File: config.mk
export PLATFORM = sky130hd
export DESIGN_NAME = ym_dbg_write
export DESIGN_NICKNAME = d
export VERILOG_FILES = /design/src/rtl/ym_dbg_pkg.sv /design/src/rtl/ym_dbg_bitcnt.sv /design/src/rtl/ym_dbg_write.sv
export SDC_FILE = /design/constraint.sdc
export NUM_CORES = 1
export LEC_CHECK = 0
export CORE_ASPECT_RATIO = 1.2
export CORE_UTILIZATION = 35
export DETAILED_ROUTE_END_ITERATION = 16
export PLACE_DENSITY = 0.52
export RECOVER_POWER = 100
export SLEW_MARGIN = 20
export SYNTH_ARGS = -nofsm -noshare
export SYNTH_HDL_FRONTEND = slang
export SYNTH_SLANG_ARGS = --single-unit
export TNS_END_PERCENT = 20
File: constraint.sdc
create_clock -name MCLK -period 4.1 [get_ports MCLK]
set_input_delay 0.82 -clock MCLK [delete_from_list [all_inputs] [get_ports MCLK]]
set_output_delay 0.82 -clock MCLK [all_outputs]
set_load 0.05 [all_outputs]
File: src/rtl/ym_dbg_pkg.sv
`default_nettype none
// ============================================================================
// Module      : ym_dbg_pkg
// Description : State encoding and counter sizing shared by the debug-chain
//               writer and the readout side.
// Revision    : 1.0  initial release
// ============================================================================
package ym_dbg_pkg;

    localparam logic c_ST_IDLE  = 1'b0;
    localparam logic c_ST_SHIFT = 1'b1;

    typedef enum logic {
        ST_IDLE  = c_ST_IDLE,
        ST_SHIFT = c_ST_SHIFT
    } state_e;

    // Bits needed to count 0..width-1; never less than one bit.
    function automatic int cnt_width(input int width);
        return (width <= 2) ? 1 : $clog2(width);
    endfunction

endpackage
`default_nettype wire

File: src/rtl/ym_dbg_bitcnt.sv
`default_nettype none
// ============================================================================
// Module      : ym_dbg_bitcnt
// Description : Frame bit counter with terminal-count compare.
// Revision    : 1.0  initial release
// ============================================================================
module ym_dbg_bitcnt
    import ym_dbg_pkg::*;
#(
    parameter int DATA_WIDTH = 16
) (
    input  logic clk,
    input  logic rst_n,
    input  logic i_clear,
    input  logic i_increment,
    output logic o_terminal
);

    localparam int              c_CW   = cnt_width(DATA_WIDTH);
    localparam logic [c_CW-1:0] c_LAST = c_CW'(DATA_WIDTH - 1);
    localparam logic [c_CW-1:0] c_ONE  = c_CW'(1);

    logic [c_CW-1:0] r_cnt_q;
    logic [c_CW-1:0] w_cnt_d;

    // Saturates at the last bit so a frame can never wrap the count.
    always_comb begin
        w_cnt_d = r_cnt_q;
        if (i_clear) begin
            w_cnt_d = '0;
        end else if (i_increment && (r_cnt_q != c_LAST)) begin
            w_cnt_d = r_cnt_q + c_ONE;
        end
    end

    always_ff @(posedge clk or negedge rst_n) begin
        if (!rst_n) begin
            r_cnt_q <= '0;
        end else begin
            r_cnt_q <= w_cnt_d;
        end
    end

    assign o_terminal = (r_cnt_q == c_LAST);

endmodule
`default_nettype wire

File: src/rtl/ym_dbg_write.sv
`default_nettype none
// ============================================================================
// Module      : ym_dbg_write
// Description : Serial-in/parallel-out receiver for an LSB-first debug chain.
// Revision    : 1.0  initial release
// ============================================================================
module ym_dbg_write
    import ym_dbg_pkg::*;
#(
    parameter int DATA_WIDTH = 16
) (
    input  logic                  MCLK,
    input  logic                  reset,
    input  logic                  load,
    input  logic                  shift,
    input  logic                  sin,
    input  logic                  clr_err,
    output logic [DATA_WIDTH-1:0] data,
    output logic                  valid,
    output logic                  busy,
    output logic                  overrun
);

    state_e                r_state_q, w_state_d;
    logic [DATA_WIDTH-1:0] r_sr_q,    w_sr_d;
    logic [DATA_WIDTH-1:0] r_data_q,  w_data_d;
    logic                  r_valid_q, w_valid_d;
    logic                  r_ovr_q,   w_ovr_d;

    logic                  w_ovr_set;
    logic                  w_cnt_clr;
    logic                  w_cnt_inc;
    logic                  w_tc;
    logic [DATA_WIDTH-1:0] w_shifted;

    ym_dbg_bitcnt #(
        .DATA_WIDTH (DATA_WIDTH)
    ) u_bitcnt (
        .clk         (MCLK),
        .rst_n       (reset),
        .i_clear     (w_cnt_clr),
        .i_increment (w_cnt_inc),
        .o_terminal  (w_tc)
    );

    assign w_shifted = {sin, r_sr_q[DATA_WIDTH-1:1]};

    always_comb begin
        w_state_d = r_state_q;
        w_sr_d    = r_sr_q;
        w_data_d  = r_data_q;
        w_valid_d = 1'b0;
        w_ovr_set = 1'b0;
        w_cnt_clr = 1'b0;
        w_cnt_inc = 1'b0;
        case (r_state_q)
            ST_IDLE: begin
                if (load) begin
                    w_state_d = ST_SHIFT;
                    w_sr_d    = '0;
                    w_cnt_clr = 1'b1;
                end else if (shift) begin
                    w_ovr_set = 1'b1;
                end
            end
            ST_SHIFT: begin
                // A load mid-frame restarts; any coincident bit is dropped.
                if (load) begin
                    w_sr_d    = '0;
                    w_cnt_clr = 1'b1;
                    w_ovr_set = 1'b1;
                end else if (shift) begin
                    w_sr_d = w_shifted;
                    if (w_tc) begin
                        w_data_d  = w_shifted;
                        w_valid_d = 1'b1;
                        w_state_d = ST_IDLE;
                        w_cnt_clr = 1'b1;
                    end else begin
                        w_cnt_inc = 1'b1;
                    end
                end
            end
            default: begin
                w_state_d = ST_IDLE;
            end
        endcase
        w_ovr_d = w_ovr_set | (r_ovr_q & ~clr_err);
    end

    always_ff @(posedge MCLK or negedge reset) begin
        if (!reset) begin
            r_state_q <= ST_IDLE;
            r_sr_q    <= '0;
            r_data_q  <= '0;
            r_valid_q <= 1'b0;
            r_ovr_q   <= 1'b0;
        end else begin
            r_state_q <= w_state_d;
            r_sr_q    <= w_sr_d;
            r_data_q  <= w_data_d;
            r_valid_q <= w_valid_d;
            r_ovr_q   <= w_ovr_d;
        end
    end

    assign data    = r_data_q;
    assign valid   = r_valid_q;
    assign busy    = (r_state_q == ST_SHIFT);
    assign overrun = r_ovr_q;

endmodule
`default_nettype wire

==> reports/qor.csv <==
stage,metric,value,unit
drt,Via Count,1026,
synthesis,"FF+latch count, synth",38,
setup_path,Crit Reg-Reg Endpoint,data[1]$_DFFE_PN0P_,
layout,fin util,44.6,%
synthesis,Syn Inst Count,131,
floorplanning,Ports,25,
clock_tree,Hold Buf Count CTS,0,
placed_design,Placement Cell Area,1840,um2
synthesis,fraction of registers with async set/reset,100,%
synthesis,register area share after synthesis,60.8,%
clock_tree,CTS tree,done,
outcome,outcome,finished with violations,
synthesis,Synth Flop Type,dfrtp_1,
floorplanning,Core Area,4260,um2
timing,fin. max-slew vios,39,
timing,slew at the pin closest to its max-slew limit,2020,ps
synthesis,Ys Warns,0,
power_and_ir_drop,worst vdd ir,0.000205,V
clock_tree,worst skew pair latency,290,ps
floorplanning,starting density of the core,36.7,%
clock_tree,Root Buffer,clkbuf_8,
setup_path,WP data arrival,2910,ps
power_and_ir_drop,Final Power,723,uW
drt,Final ANT Viol Nets,0,
timing,final setup TNS,0,ps
placed_design,Port Buffers,24,
setup_path,WS Path Type,in2reg,
drt,drt drc,0,
drt,via/cell ratio,4.77,
global_routing,gr ovfl total,0,
timing,Max Freq,366,MHz
setup_path,CP required,4270,ps
synthesis,"Distinct cells, synth",23,
setup_path,Critical path buffers and inverters,3,
clock_tree,Clock Tree Buf Depth,2,
synthesis,mean area per synthesized cell,11.9,um2
timing,Layout Skew,7.34,ps
drt,Pre-antenna DRT Iters,4,
synthesis,Mapped Area,1560,um2
setup_path,Worst Path Max Fanout,23,
timing,Final Hold Fails,0,
drt,DR WL/cell,12.6,um
floorplanning,num rows,26,
min_path,Worst Min Path Start,data[13]$_DFFE_PN0P_,
layout,cell area after layout,1900,um2
placed_design,placed wire-length estimate,1710,um
job,Max-Cap Viols,1,
synthesis,Post-Syn Nets,138,
timing,RSZ-0062 raised after global routing,no,
synthesis,Post-synth EDFFs,0,
setup_path,reg2reg start,u_bitcnt.r_cnt_q[0]$_DFFE_PN0P_,
layout,ANT cells,0,
layout,share of cells above drive strength 1,11.3,%
min_path,number of stages on the worst hold path,1,
timing,Final Critical Period,2730,ps
layout,Final #Nets,165,
clock_tree,Worst-path clk slew,70,ps
floorplanning,die height,75.2,um
placed_design,RePlAce Congestion,0.714,
timing,endpoints failing setup,0,
min_path,Hold Path Sink,data[13]$_DFFE_PN0P_,
floorplanning,Die W,63,um
setup_path,endpoint class of the critical path,flip-flop,
setup_path,"CP delay by family, top",buffers and inverters,
timing,Slew headroom,-34.9,%
clock_tree,post-CTS sizing,0,
global_routing,largest net degree at the start of global routing,39,
floorplanning,total die area,4740,um2
timing,Final period util,66.7,%
placed_design,dpl cells,207,
layout,Post-Layout Cell Count,215,
setup_path,R2R setup slack,2180,ps
outcome,violated checks,"max-capacitance violations, max-slew violations",
synthesis,ranking of synthesized cells by area,"dfrtp_1 61%, mux2_4 8.6%, nand2_1 7.9%, a21oi_1 6.4%, mux2_2 5.0%",
min_path,Hold WC Path Type,reg2reg,
global_routing,initial antenna violation count,0,
drt,overall routed net length,2720,um
layout,"Area growth, synth to finish",21.6,%
synthesis,top cell type by total area after synthesis,dfrtp_1,
setup_path,crit path cell chain,dlygate4sd3_1 -> clkbuf_1 -> nor3_1 -> buf_4 -> mux2_1,
drt,initial drt markers,48,
clock_tree,H-tree levels,2,
layout,Fillers,415,
power_and_ir_drop,power density over the cells,380,nW/um2
setup_path,r2r worst-path depth,5,
global_routing,vias in the first global route,1051,
clock_tree,Post CTS Setup Buffer Count,0,
clock_tree,clock buffer count from CTS,5,
setup_path,max incr delay on CP,730,ps
setup_path,CP max stage cell,clkbuf_1,
setup_path,CP Launch Type,input port,
clock_tree,Clock Sinks,38,
power_and_ir_drop,static leakage,0.899,nW
global_routing,gr usage total,13.6,%
global_routing,global-route wire length before repair,4660,um
synthesis,Synth top area share,60.8,%
cell families (layout without fill, tap and decap cells):
group	Yosys count	in the layout	share of synthesized area (%)
compound gates	23	23	7.53
fa+ha+maj	1	1	0.801
mux	16	16	13.7
buf+inv	7	35	2.88
xor+xnor	1	1	0.561
flops	38	38	60.8
simple gates	45	45	13.7
state kept, by name, indices dropped and copies added, names as in the netlist:
name / flops
busy: 1
overrun: 1
r_sr_q: 15
data: 16
u_bitcnt.r_cnt_q: 4
valid: 1
metal layers:
metal | vias to the layer above | share of wire, % | global-route usage (%)
met5 | - | 0 | 0
met4 | 0 | 2.4 | 9.30
met1 | 493 | 48 | 16.3
li1 | 497 | - | -
met3 | 8 | 4.6 | 4.55
met2 | 28 | 45 | 20.9
worst register-to-register path: stages, from the launching register on:
cell and delay [ps]:
dfrtp_1 400, ha_1 250, nand3_2 130, nor3_1 350
buf_4 300, mux2_2 370
placed cells by master, fill, tap and decap left out, types with 3 or more instances in the layout:
cell type	netlist	layout
dlygate4sd3_1	0	21
dfrtp_1	38	38
nand3_1	3	3
clkbuf_8	0	5
nand2_1	33	33
a21oi_1	20	20
mux2_2	7	7
mux2_1	0	9
synthesized netlist by cell type, drive strengths merged, types with 2 or more instances:
cell type,number
nand2,34
mux2,16
a21oi,20
buf,3
dfrtp,38
nand3,4
clkbuf,3
o21ai,2
worst max-delay path by stage:
stage                         startpoint                    to  slack [ps]  cells past startpoint
final                               load  data[11]$_DFFE_PN0P_        1370                      5
after global placement             shift   data[6]$_DFFE_PN0P_        1530                      5
after floorplan                    shift  data[10]$_DFFE_PN0P_        2270                      4
after global routing                load  data[13]$_DFFE_PN0P_        1220                      5
after CTS                 busy$_DFF_PN0_                  busy        1630                      1
after detailed placement           shift   data[1]$_DFFE_PN0P_        1510                      5
final cells by class:
type	instances	area, um2	area share (%)
Sequential cell	38	951	50.0
Multi-Input combinational cell	86	522	27.5
Timing Repair Buffer	26	245	12.9
Tap cell	56	70.1	3.69
Clock buffer	5	68.8	3.62
Clock inverter	3	40.0	2.11
Inverter	1	3.75	0.197
power by group:
group / total (mW) / switching, mW / internal [mW] / leakage, nW
Clock: 0.312 / 0.133 / 0.179 / 0.0579
Combinational: 0.0305 / 0.0224 / 0.00809 / 0.321
Sequential: 0.381 / 0.00283 / 0.378 / 0.520
stage by stage:
stage | setup slack, ps | hold slack, ps
6_report | 1370 | 481
5_1_grt | 1220 | 515
4_1_cts | 1630 | 514
3_5_place_dp | 1510 | 498
3_3_place_gp | 1530 | 494
2_1_floorplan | 2270 | 479
No activity file was read; power rests on OpenSTA's default activity.
